`src/rtl/dec_stage_hz.sv`:
```
// dec_stage_hz: MIPS decode stage with IF/ID register, write-through register
// file, control decode, branch/jump resolution, load-use / RAW hazard stall,
// same-edge taken-branch flush, optional EX/MEM forwarding and a saturating
// stall counter. Sits between fetch and the EX-stage pipeline register.
//
// Build option: define DEC_FWD_EN to enable EX/MEM operand forwarding. Then
// only a load in EX whose destination matches a source stalls. Without it,
// any source matching a writing EX or MEM destination stalls, and WB is
// covered by the write-through read.
//
// Ports:
//   clk, rstn                    clock, async active-low reset
//   i_DEC_valid/pc/inst          instruction presented by IF
//   o_DEC_stall                  IF must hold PC/inst this cycle
//   i_DEC_ex*/i_DEC_mem*         EX and MEM destination info and results
//   i_DEC_regWe/WRA/rstW         WB register-file write port
//   o_DEC_valid + bundle         decoded instruction for EX (zero when invalid)
//   o_DEC_brTaken/brTarget       fetch redirect
//   o_DEC_stallCnt               stalled cycles since reset, saturating
module dec_stage_hz #(
    parameter int unsigned XLEN  = 32,
    parameter int unsigned NREG  = 32,
    parameter int unsigned CNT_W = 16,
    localparam int unsigned RA_W = $clog2(NREG)
) (
    input  logic             clk,
    input  logic             rstn,
    input  logic             i_DEC_valid,
    input  logic [XLEN-1:0]  i_DEC_pc,
    input  logic [31:0]      i_DEC_inst,
    output logic             o_DEC_stall,
    input  logic             i_DEC_exRegWe,
    input  logic             i_DEC_exIsLoad,
    input  logic [RA_W-1:0]  i_DEC_exWRA,
    input  logic [XLEN-1:0]  i_DEC_aluOutE,
    input  logic             i_DEC_memRegWe,
    input  logic [RA_W-1:0]  i_DEC_memWRA,
    input  logic [XLEN-1:0]  i_DEC_memData,
    input  logic             i_DEC_regWe,
    input  logic [RA_W-1:0]  i_DEC_WRA,
    input  logic [XLEN-1:0]  i_DEC_rstW,
    output logic             o_DEC_valid,
    output logic [3:0]       o_DEC_ALUop,
    output logic             o_DEC_regWe,
    output logic             o_DEC_dMemWe,
    output logic             o_DEC_isLoad,
    output logic [RA_W-1:0]  o_DEC_WRA,
    output logic [XLEN-1:0]  o_DEC_num,
    output logic [XLEN-1:0]  o_DEC_rd1,
    output logic [XLEN-1:0]  o_DEC_rd2,
    output logic             o_DEC_brTaken,
    output logic [XLEN-1:0]  o_DEC_brTarget,
    output logic [CNT_W-1:0] o_DEC_stallCnt
);

    localparam logic [5:0] OP_RTYPE = 6'h00;
    localparam logic [5:0] OP_J     = 6'h02;
    localparam logic [5:0] OP_JAL   = 6'h03;
    localparam logic [5:0] OP_BEQ   = 6'h04;
    localparam logic [5:0] OP_BNE   = 6'h05;
    localparam logic [5:0] OP_ADDIU = 6'h09;
    localparam logic [5:0] OP_ANDI  = 6'h0c;
    localparam logic [5:0] OP_ORI   = 6'h0d;
    localparam logic [5:0] OP_XORI  = 6'h0e;
    localparam logic [5:0] OP_LUI   = 6'h0f;
    localparam logic [5:0] OP_LW    = 6'h23;
    localparam logic [5:0] OP_SW    = 6'h2b;

    localparam logic [5:0] FN_SLL   = 6'h00;
    localparam logic [5:0] FN_SRL   = 6'h02;
    localparam logic [5:0] FN_ADD   = 6'h20;
    localparam logic [5:0] FN_ADDU  = 6'h21;
    localparam logic [5:0] FN_SUB   = 6'h22;
    localparam logic [5:0] FN_SUBU  = 6'h23;
    localparam logic [5:0] FN_AND   = 6'h24;
    localparam logic [5:0] FN_OR    = 6'h25;
    localparam logic [5:0] FN_XOR   = 6'h26;
    localparam logic [5:0] FN_SLT   = 6'h2a;

    localparam logic [3:0] ALU_ADD = 4'd0;
    localparam logic [3:0] ALU_SUB = 4'd1;
    localparam logic [3:0] ALU_AND = 4'd2;
    localparam logic [3:0] ALU_OR  = 4'd3;
    localparam logic [3:0] ALU_XOR = 4'd4;
    localparam logic [3:0] ALU_SLT = 4'd5;
    localparam logic [3:0] ALU_SLL = 4'd6;
    localparam logic [3:0] ALU_SRL = 4'd7;
    localparam logic [3:0] ALU_LUI = 4'd8;

    // IF/ID register, register file and stall counter state
    logic             ifid_valid;
    logic [XLEN-1:0]  ifid_pc;
    logic [31:0]      ifid_inst;
    logic [XLEN-1:0]  regs [NREG];
    logic [CNT_W-1:0] stall_cnt;

    // Instruction fields
    logic [5:0]      opcode;
    logic [5:0]      funct;
    logic [RA_W-1:0] rs;
    logic [RA_W-1:0] rt;
    logic [RA_W-1:0] rd;
    logic [4:0]      shamt;
    logic [XLEN-1:0] imm_sx;
    logic [XLEN-1:0] imm_zx;
    logic [XLEN-1:0] pc4;

    assign opcode = ifid_inst[31:26];
    assign funct  = ifid_inst[5:0];
    assign rs     = RA_W'(ifid_inst[25:21]);
    assign rt     = RA_W'(ifid_inst[20:16]);
    assign rd     = RA_W'(ifid_inst[15:11]);
    assign shamt  = ifid_inst[10:6];
    assign imm_sx = {{(XLEN-16){ifid_inst[15]}}, ifid_inst[15:0]};
    assign imm_zx = XLEN'(ifid_inst[15:0]);
    assign pc4    = ifid_pc + XLEN'(4);

    // Control decode
    logic            dec_we, dec_mwe, dec_ld;
    logic [3:0]      dec_op;
    logic [RA_W-1:0] dec_wra;
    logic [XLEN-1:0] dec_num;
    logic            use_rs, use_rt, is_beq, is_bne, is_jmp;

    always_comb begin
        dec_we  = 1'b0;
        dec_mwe = 1'b0;
        dec_ld  = 1'b0;
        dec_op  = ALU_ADD;
        dec_wra = rt;
        dec_num = '0;
        use_rs  = 1'b1;
        use_rt  = 1'b0;
        is_beq  = 1'b0;
        is_bne  = 1'b0;
        is_jmp  = 1'b0;
        case (opcode)
            OP_RTYPE: begin
                use_rt  = 1'b1;
                dec_wra = rd;
                dec_we  = 1'b1;
                case (funct)
                    FN_ADD, FN_ADDU: dec_op = ALU_ADD;
                    FN_SUB, FN_SUBU: dec_op = ALU_SUB;
                    FN_AND:          dec_op = ALU_AND;
                    FN_OR:           dec_op = ALU_OR;
                    FN_XOR:          dec_op = ALU_XOR;
                    FN_SLT:          dec_op = ALU_SLT;
                    FN_SLL: begin
                        dec_op  = ALU_SLL;
                        dec_num = XLEN'(shamt);
                    end
                    FN_SRL: begin
                        dec_op  = ALU_SRL;
                        dec_num = XLEN'(shamt);
                    end
                    default: dec_we = 1'b0;
                endcase
            end
            OP_ADDIU: begin
                dec_we  = 1'b1;
                dec_num = imm_sx;
            end
            OP_ANDI: begin
                dec_we  = 1'b1;
                dec_op  = ALU_AND;
                dec_num = imm_zx;
            end
            OP_ORI: begin
                dec_we  = 1'b1;
                dec_op  = ALU_OR;
                dec_num = imm_zx;
            end
            OP_XORI: begin
                dec_we  = 1'b1;
                dec_op  = ALU_XOR;
                dec_num = imm_zx;
            end
            OP_LUI: begin
                use_rs  = 1'b0;
                dec_we  = 1'b1;
                dec_op  = ALU_LUI;
                dec_num = imm_zx;
            end
            OP_LW: begin
                dec_we  = 1'b1;
                dec_ld  = 1'b1;
                dec_num = imm_sx;
            end
            OP_SW: begin
                use_rt  = 1'b1;
                dec_mwe = 1'b1;
                dec_num = imm_sx;
            end
            OP_BEQ: begin
                use_rt = 1'b1;
                is_beq = 1'b1;
                dec_op = ALU_SUB;
            end
            OP_BNE: begin
                use_rt = 1'b1;
                is_bne = 1'b1;
                dec_op = ALU_SUB;
            end
            OP_J: begin
                use_rs = 1'b0;
                is_jmp = 1'b1;
            end
            OP_JAL: begin
                use_rs  = 1'b0;
                is_jmp  = 1'b1;
                dec_we  = 1'b1;
                dec_wra = RA_W'(31);
                dec_num = pc4;
            end
            default: ;
        endcase
    end

    // Operand read (write-through from WB), forwarding and hazard detection
    logic [XLEN-1:0] rf_rs, rf_rt, rd1, rd2;
    logic            ex_rs, ex_rt, mem_rs, mem_rt, haz_rs, haz_rt;

    always_comb begin
        rf_rs = '0;
        rf_rt = '0;
        if (rs != '0) rf_rs = (i_DEC_regWe && i_DEC_WRA == rs) ? i_DEC_rstW : regs[rs];
        if (rt != '0) rf_rt = (i_DEC_regWe && i_DEC_WRA == rt) ? i_DEC_rstW : regs[rt];
        ex_rs  = i_DEC_exRegWe  && (i_DEC_exWRA  == rs) && (rs != '0);
        ex_rt  = i_DEC_exRegWe  && (i_DEC_exWRA  == rt) && (rt != '0);
        mem_rs = i_DEC_memRegWe && (i_DEC_memWRA == rs) && (rs != '0);
        mem_rt = i_DEC_memRegWe && (i_DEC_memWRA == rt) && (rt != '0);
`ifdef DEC_FWD_EN
        haz_rs = use_rs && ex_rs && i_DEC_exIsLoad;
        haz_rt = use_rt && ex_rt && i_DEC_exIsLoad;
        rd1 = (ex_rs && !i_DEC_exIsLoad) ? i_DEC_aluOutE : (mem_rs ? i_DEC_memData : rf_rs);
        rd2 = (ex_rt && !i_DEC_exIsLoad) ? i_DEC_aluOutE : (mem_rt ? i_DEC_memData : rf_rt);
`else
        haz_rs = use_rs && (ex_rs || mem_rs);
        haz_rt = use_rt && (ex_rt || mem_rt);
        rd1 = rf_rs;
        rd2 = rf_rt;
`endif
    end

`ifndef DEC_FWD_EN
    // Forwarding inputs are not consumed in this build
    logic unused_fwd;
    assign unused_fwd = ^{i_DEC_aluOutE, i_DEC_memData, i_DEC_exIsLoad};
`endif

    // Stall, bubble and branch resolution; stall suppresses the redirect
    logic            stall_c, out_valid, br_c;
    logic [XLEN-1:0] tgt_c;

    assign stall_c   = ifid_valid && (haz_rs || haz_rt);
    assign out_valid = ifid_valid && !stall_c;
    assign br_c      = out_valid && (is_jmp || (is_beq && (rd1 == rd2)) || (is_bne && (rd1 != rd2)));
    assign tgt_c     = is_jmp ? {pc4[XLEN-1:28], ifid_inst[25:0], 2'b00}
                              : pc4 + (imm_sx << 2);

    // The wrong-path instruction is the one captured on the redirect edge, so it is killed there
    always_ff @(posedge clk or negedge rstn) begin
        if (!rstn) begin
            ifid_valid <= 1'b0;
            ifid_pc    <= '0;
            ifid_inst  <= '0;
        end else if (!stall_c) begin
            ifid_valid <= i_DEC_valid && !br_c;
            ifid_pc    <= i_DEC_pc;
            ifid_inst  <= i_DEC_inst;
        end
    end

    // Register file; r0 is never written
    always_ff @(posedge clk or negedge rstn) begin
        if (!rstn) begin
            for (int i = 0; i < int'(NREG); i++) regs[i] <= '0;
        end else if (i_DEC_regWe && i_DEC_WRA != '0) begin
            regs[i_DEC_WRA] <= i_DEC_rstW;
        end
    end

    // Saturating stall counter
    always_ff @(posedge clk or negedge rstn) begin
        if (!rstn) begin
            stall_cnt <= '0;
        end else if (stall_c && stall_cnt != '1) begin
            stall_cnt <= stall_cnt + CNT_W'(1);
        end
    end

    assign o_DEC_stall    = stall_c;
    assign o_DEC_valid    = out_valid;
    assign o_DEC_ALUop    = out_valid ? dec_op  : 4'd0;
    assign o_DEC_regWe    = out_valid && dec_we;
    assign o_DEC_dMemWe   = out_valid && dec_mwe;
    assign o_DEC_isLoad   = out_valid && dec_ld;
    assign o_DEC_WRA      = out_valid ? dec_wra : '0;
    assign o_DEC_num      = out_valid ? dec_num : '0;
    assign o_DEC_rd1      = out_valid ? rd1     : '0;
    assign o_DEC_rd2      = out_valid ? rd2     : '0;
    assign o_DEC_brTaken  = br_c;
    assign o_DEC_brTarget = out_valid ? tgt_c   : '0;
    assign o_DEC_stallCnt = stall_cnt;

endmodule

```
`config.mk`:
```
export PLATFORM = sky130hd
export DESIGN_NAME = dec_stage_hz
export DESIGN_NICKNAME = d
export VERILOG_FILES = /design/src/rtl/dec_stage_hz.sv
export SDC_FILE = /design/constraint.sdc
export NUM_CORES = 2
export LEC_CHECK = 0
export BUFFER_PORTS_ARGS = -buffer_cell sky130_fd_sc_hd__buf_4
export CAP_MARGIN = 20
export CORE_MARGIN = 8
export CORE_UTILIZATION = 45
export DETAILED_ROUTE_END_ITERATION = 10
export GPL_ROUTABILITY_DRIVEN = 0
export MAX_ROUTING_LAYER = met4
export PLACE_DENSITY_LB_ADDON = 0.1
export SYNTH_ARGS = -nofsm -noshare
export SYNTH_HDL_FRONTEND = slang
export SYNTH_SLANG_ARGS = --single-unit
```
`constraint.sdc`:
```
create_clock -name clk -period 4.1 [get_ports clk]
set_input_delay 0.205 -clock clk [delete_from_list [all_inputs] [get_ports clk]]
set_output_delay 0.205 -clock clk [all_outputs]
set_load 0.02 [all_outputs]
```
Yosys cells after proc, flatten, opt, wreduce, memory -nomap -nowiden
Index checks and enable logic that the tools add are counted.

storage, ports and cells
  output and inout port bits = 159
  input port bits = 182
  register bits = 1105
  word-level logic and storage cells = 155

operators by class
  reduce and logical (&&, ||, !) cells = 46
  equal/unequal tests = 29
  $add $sub $neg = 3
  mux-type cells = 34
  bitwise gates (word level) = 3
  order comparisons = 4

operator list
  cell                                                                   number
  1024-bit bitwise mux                                                   1
  32-bit 2-to-1 mux                                                      14
  32-bit binary-select mux with 5-bit select                             2
  32-bit demux with 5-bit select                                         1
  32-bit case mux with 4 select lines                                    1
  6-bit equality test, second input constant                             10
  32-bit by 3-bit adder with 32-bit output, second input constant        1
  32-bit adder                                                           1
  32-bit equality test                                                   1
  32-bit inequality test                                                 1
  5-bit equality test                                                    6
  6-bit by 4-bit equality test with 1-bit output, second input constant  5
  1-bit logical AND                                                      24
  4-bit case mux with 6 select lines                                     1
  3-bit case mux with 7 select lines                                     1
  6-bit by 2-bit equality test with 1-bit output, second input constant  3
  6-bit >= comparator, second input constant                             3
  5-bit NOT with 6-bit output                                            3
  16-bit by 1-bit adder with 16-bit output, second input constant        1
  16-bit inequality test, second input constant                          1
  5-bit nonzero test                                                     3
  6-bit by 3-bit equality test with 1-bit output, second input constant  2
  6-bit zero test                                                        2
  5-bit 2-to-1 mux                                                       2
  other kinds (12)                                                       29

Logic depth before layout (Yosys ltp)
  word-level depth = 13
  gate-level depth with buffers = 20
  gate-level depth less buffers = 20

Least setup slack after synthesis
Ideal clock, no wire load.

  kind = flip-flop to output port
  start = reg ifid_pc[4]
  end = out o_DEC_brTarget[31]
  arrival time = 3.884 ns
  stages on the path, launching flop included = 17
  data required time = 3.895 ns
  buffers on the path = 0
  setup slack = 0.011 ns
  cell sequence = dfrtp_1 and3_1 and2_0 and3_1 and2_1 nand2_1 xnor2_1 ha_1 and4_1 and2_1 a2111oi_0 o41ai_1 a21boi_1 o21ai_0 xor2_1 and3_1 nor3_1

on the way
  word-level cells in the longest chain between the ends = 4

RTL lines
  item                                        RTL line  source
  from (decl)                                 92        logic [XLEN-1:0] ifid_pc;
  from (signal assigned)                      270       ifid_pc <= i_DEC_pc;
  32-bit by 3-bit adder with 32-bit output *  116       assign pc4 = ifid_pc + XLEN'(4);
  32-bit adder                                260       : pc4 + (imm_sx << 2);
  32-bit 2-to-1 mux *                         259       assign tgt_c = is_jmp ? {pc4[XLEN-1:28], ifid_inst[25:0], 2'b00}
  32-bit 2-to-1 mux *                         304       assign o_DEC_brTarget = out_valid ? tgt_c : '0;
  to (decl)                                   52        output logic [XLEN-1:0] o_DEC_brTarget,

Every way passes the cells marked *; elsewhere a longest branch is shown, timed or not.

Worst setup path in the final report
  start = reg ifid_inst[21]
  end = out o_DEC_brTaken

on the way
  word-level cells in the longest chain between the ends = 11
  elaborated cells on any way between the ends = 28
  those cells by class = eq/ne: 5; mux: 5; bitwise: 1; reduce/logical: 17

RTL lines
  item                                                   RTL line  source
  from (decl)                                            93        logic [31:0] ifid_inst;
  from (signal assigned)                                 271       ifid_inst <= i_DEC_inst;
  5-bit NOT with 6-bit output (not written as such)      227       if (rs != '0) rf_rs = (i_DEC_regWe && i_DEC_WRA == rs) ? i_DEC_rstW : regs[rs];
  32-bit binary-select mux with 5-bit select             227
  32-bit 2-to-1 mux (not written as such) (2 in series)  227
  32-bit 2-to-1 mux (2 in series)                        227
  32-bit equality test                                   258       assign br_c = out_valid && (is_jmp || (is_beq && (rd1 == rd2)) || (is_bne && (rd1 != rd2)));
  1-bit logical AND                                      258
  1-bit logical OR (2 in series)                         258
  1-bit logical AND *                                    258
  to (decl)                                              51        output logic o_DEC_brTaken,

Every way passes the cells marked *; elsewhere a longest branch is shown, timed or not. The select of a mux whose other input is x is not followed.

==> reports/qor.yml <==
row_count: 136
path_max_fanout: 6
place_hpwl_um: 156000
skew_ns: 0.02695
period_minus_slack_ns: 5.321
h-tree-depth: 4
drive_gt1_share_pct: 55.33
power_frac_comb_pct: 26.1
synth.avg_cell_area_um2: 13.67
p_sw_share_pct: 29.30
tightest_slew_ns: 1.138
hold_class: "input pin to async pin"
synthTopCellsByArea: "dfrtp_1 44%, mux2_2 19%, mux4_2 18%"
violations: "setup timing"
cts_tree: "built"
die_w_um: 388.1
yosysMostFrequentCell: "dfrtp_1"
setup_viol: 21
stdcell_count: 7142
crit_arrival_ns: 5.12
worstPathRequired_ns: 3.89
slew_headroom_pct: 23.91
synth_flop_cell: "dfrtp_1"
nNetsFinal: 5454
dpl_cell_area_um2: 70110
wl_per_cell_um: 33.79
rsz0062_at_grt: "true"
synth_area_leader_cell: "dfrtp_1"
powerDensity_nw_per_um2: 461.3
synth_top_cell_area_share_pct: 44.37
synth_cells: 4558
synth_cell_types: 82
core_um2: 137500
switchingPower_mw: 10.56
fin_util_pct: 56.86
drtIter0Drc: 4833
area_growth_pct: 25.45
grt_use_total_pct: 32.27
routed_wl_um: 241300
synth_enable_flop_cells: 0
ys_seq_elements: 1105
num_vias: 46230
grt_pass1_vias: 46540
cts_root_buf: "clkbuf_16"
r2r_start: "ifid_inst[21]"
power.share.clock_pct: 34.0
yosysWarnings: 0
grt_pass1_wl_um: 347100
ant_nets: 0
netlist_area_um2: 62310
cap_viol_max_count: 0
seqPwrFrac_pct: 39.9
status: "complete, but fails checks"
p_leak_nw: 34.16
synthesis.nets: 4778
die_h_um: 388.1
endpoint_kind: "output port"
slew_viol_final: 0
via_per_inst: 6.472
criticalPathCategory: "flip-flop to output port"
crit_path_start_kind: "flip-flop"
hold_viol_final: 0
port_buffers: 275
peakVddDrop_mv: 0.3800
async_flop_share_pct: 100.0
yosysSeqAreaShare_pct: 44.37
synth_common_cells: "1,105 x dfrtp_1, 1,051 x mux2_2, 504 x mux4_2"
grt_max_degree: 119
fin_crit_sh_pct: 129.8
fillers: 11190
drc_errors: 0
cts_buffers: 133
max_freq_mhz: 187.9
critPathLaunch: "ifid_inst[21]"
die_area_um2: 150600
place_inst: 6706
intPower_mw: 25.49
pin_count: 341
clk_pin_slew_worst_paths_ns: 0.06
clk_latency_ns: 0.78
final_area_um2: 78180
grt_overflow: 0
antenna_found_initial: 15
cts.path.max_buffers: 3
fin_ws_ns: -1.221
cts.sinks: 1105
dr.pass1.iters: 7
initial_core_util_pct: 45.32
[routing by layer]
metal	up-vias	GRT usage [%]	part of all wire [%]
li1	18760	-	-
met1	24740	43.80	42
met2	2186	48.60	46
met3	538	6.126	7.9
met4	0	11.92	4.3
met5	-	-	0
[what timing repair did]
item                                     CTS  global route
hold endpoints to repair                1059             0
pin swaps                                 98            58
gates resized for setup                  204           105
hold buffers                              97             0
buffers inserted                          58            28
endpoints found under the setup margin   119           111
cloned                                     7             3
[placed cells by master (no fill, tap or decap), drive strengths merged, types with 14 or more instances in the layout]
cell            n
dfrtp        1105
mux2         1051
buf           910
mux4          504
nand2         216
clkbuf        193
nor2          135
a21oi         116
mux2i         110
a22oi          99
dlygate4sd3    97
xnor2          75
o21ai          63
nand3          56
xor2           55
a211oi         44
and3           38
ha             37
nor3           33
and2           30
clkinv         29
a221oi         28
nor2b          28
nand4          21
inv            21
nand2b         19
o22ai          17
nor4           15
a21o           14
[registers in the layout, indices dropped and copies added, names as in the netlist]
name / flops
regs: 1024
ifid_pc: 32
ifid_valid: 1
ifid_inst: 32
o_DEC_stallCnt: 16
[path summary, 6_finish.rpt]
check | end | slack (ns) | depth (start not counted)
worst max-delay path | o_DEC_brTaken | -1.22 | 19
worst min-delay path | regs[980] | 0.11 | 2
worst max register to register | ifid_valid | -0.28 | 18
worst min register to register | regs[1001] | 0.39 | 0
max in group asynchronous | regs[253] | 2.77 | 3
min in group clk | regs[918] | 0.16 | 4
[worst max-delay path: stages (launching register included)]
cell and delay, ns:
dfrtp_4 0.51, buf_12 0.15, buf_4 0.13, buf_12 0.13, buf_16 0.14, mux4_2 0.42
mux4_2 0.53, a31oi_1 0.17, buf_4 0.16, o2bb2ai_2 0.07, xor2_1 0.25, nand4_1 0.32
nor3_2 0.26, buf_4 0.16, nand4_1 0.19, buf_6 0.20, xnor2_4 0.13, a21oi_4 0.20
nor2_2 0.06, buf_6 0.13
[final cells by class]
type / instances / area (um^2) / area share, %
clock inverter: 46 / 580.6 / 0.7426
timing repair buffer: 1013 / 9692 / 12.40
multi-input combinational: 2960 / 33930 / 43.41
clock buffer: 190 / 3931 / 5.029
tap: 1794 / 2245 / 2.871
sequential: 1105 / 27680 / 35.40
antenna: 13 / 32.53 / 0.04161
inverter: 21 / 83.83 / 0.1072
[stage by stage]
stage               hold WS (ns)  TNS [ns]  setup slack, ns  total power, mW
global placement          0.3209    -1.234          -0.7005            23.01
CTS                      0.08085    -5.590           -1.151            35.96
finish                    0.1093    -6.174           -1.221            36.06
detailed placement        0.3285    -1.055          -0.6452            23.19
global route              0.1360    -9.555           -1.386            37.41
floorplan               -0.09059         0          0.01149            19.68
[power groups by stage]
stage	registers (mW)	logic [mW]	clock network (mW)
after global placement	14.4	8.60	0
after floorplan	14.0	5.71	0
after CTS	14.3	9.19	12.5
after global routing	14.6	9.92	12.9
final	14.4	9.40	12.3
after detailed placement	14.5	8.71	0
[cell families (layout without fill, tap and decap cells)]
group	count (synthesis)	count (layout)	share of synthesized area, %
mux	1665	1665	38.98
compound gates	488	488	5.417
fa+ha+maj	38	38	0.7750
buf+inv	493	1270	3.670
flops	1105	1105	44.37
simple gates	639	639	4.960
other cells	0	13	0
xor+xnor	130	130	1.827
No activity file was read; power rests on OpenSTA's default activity.
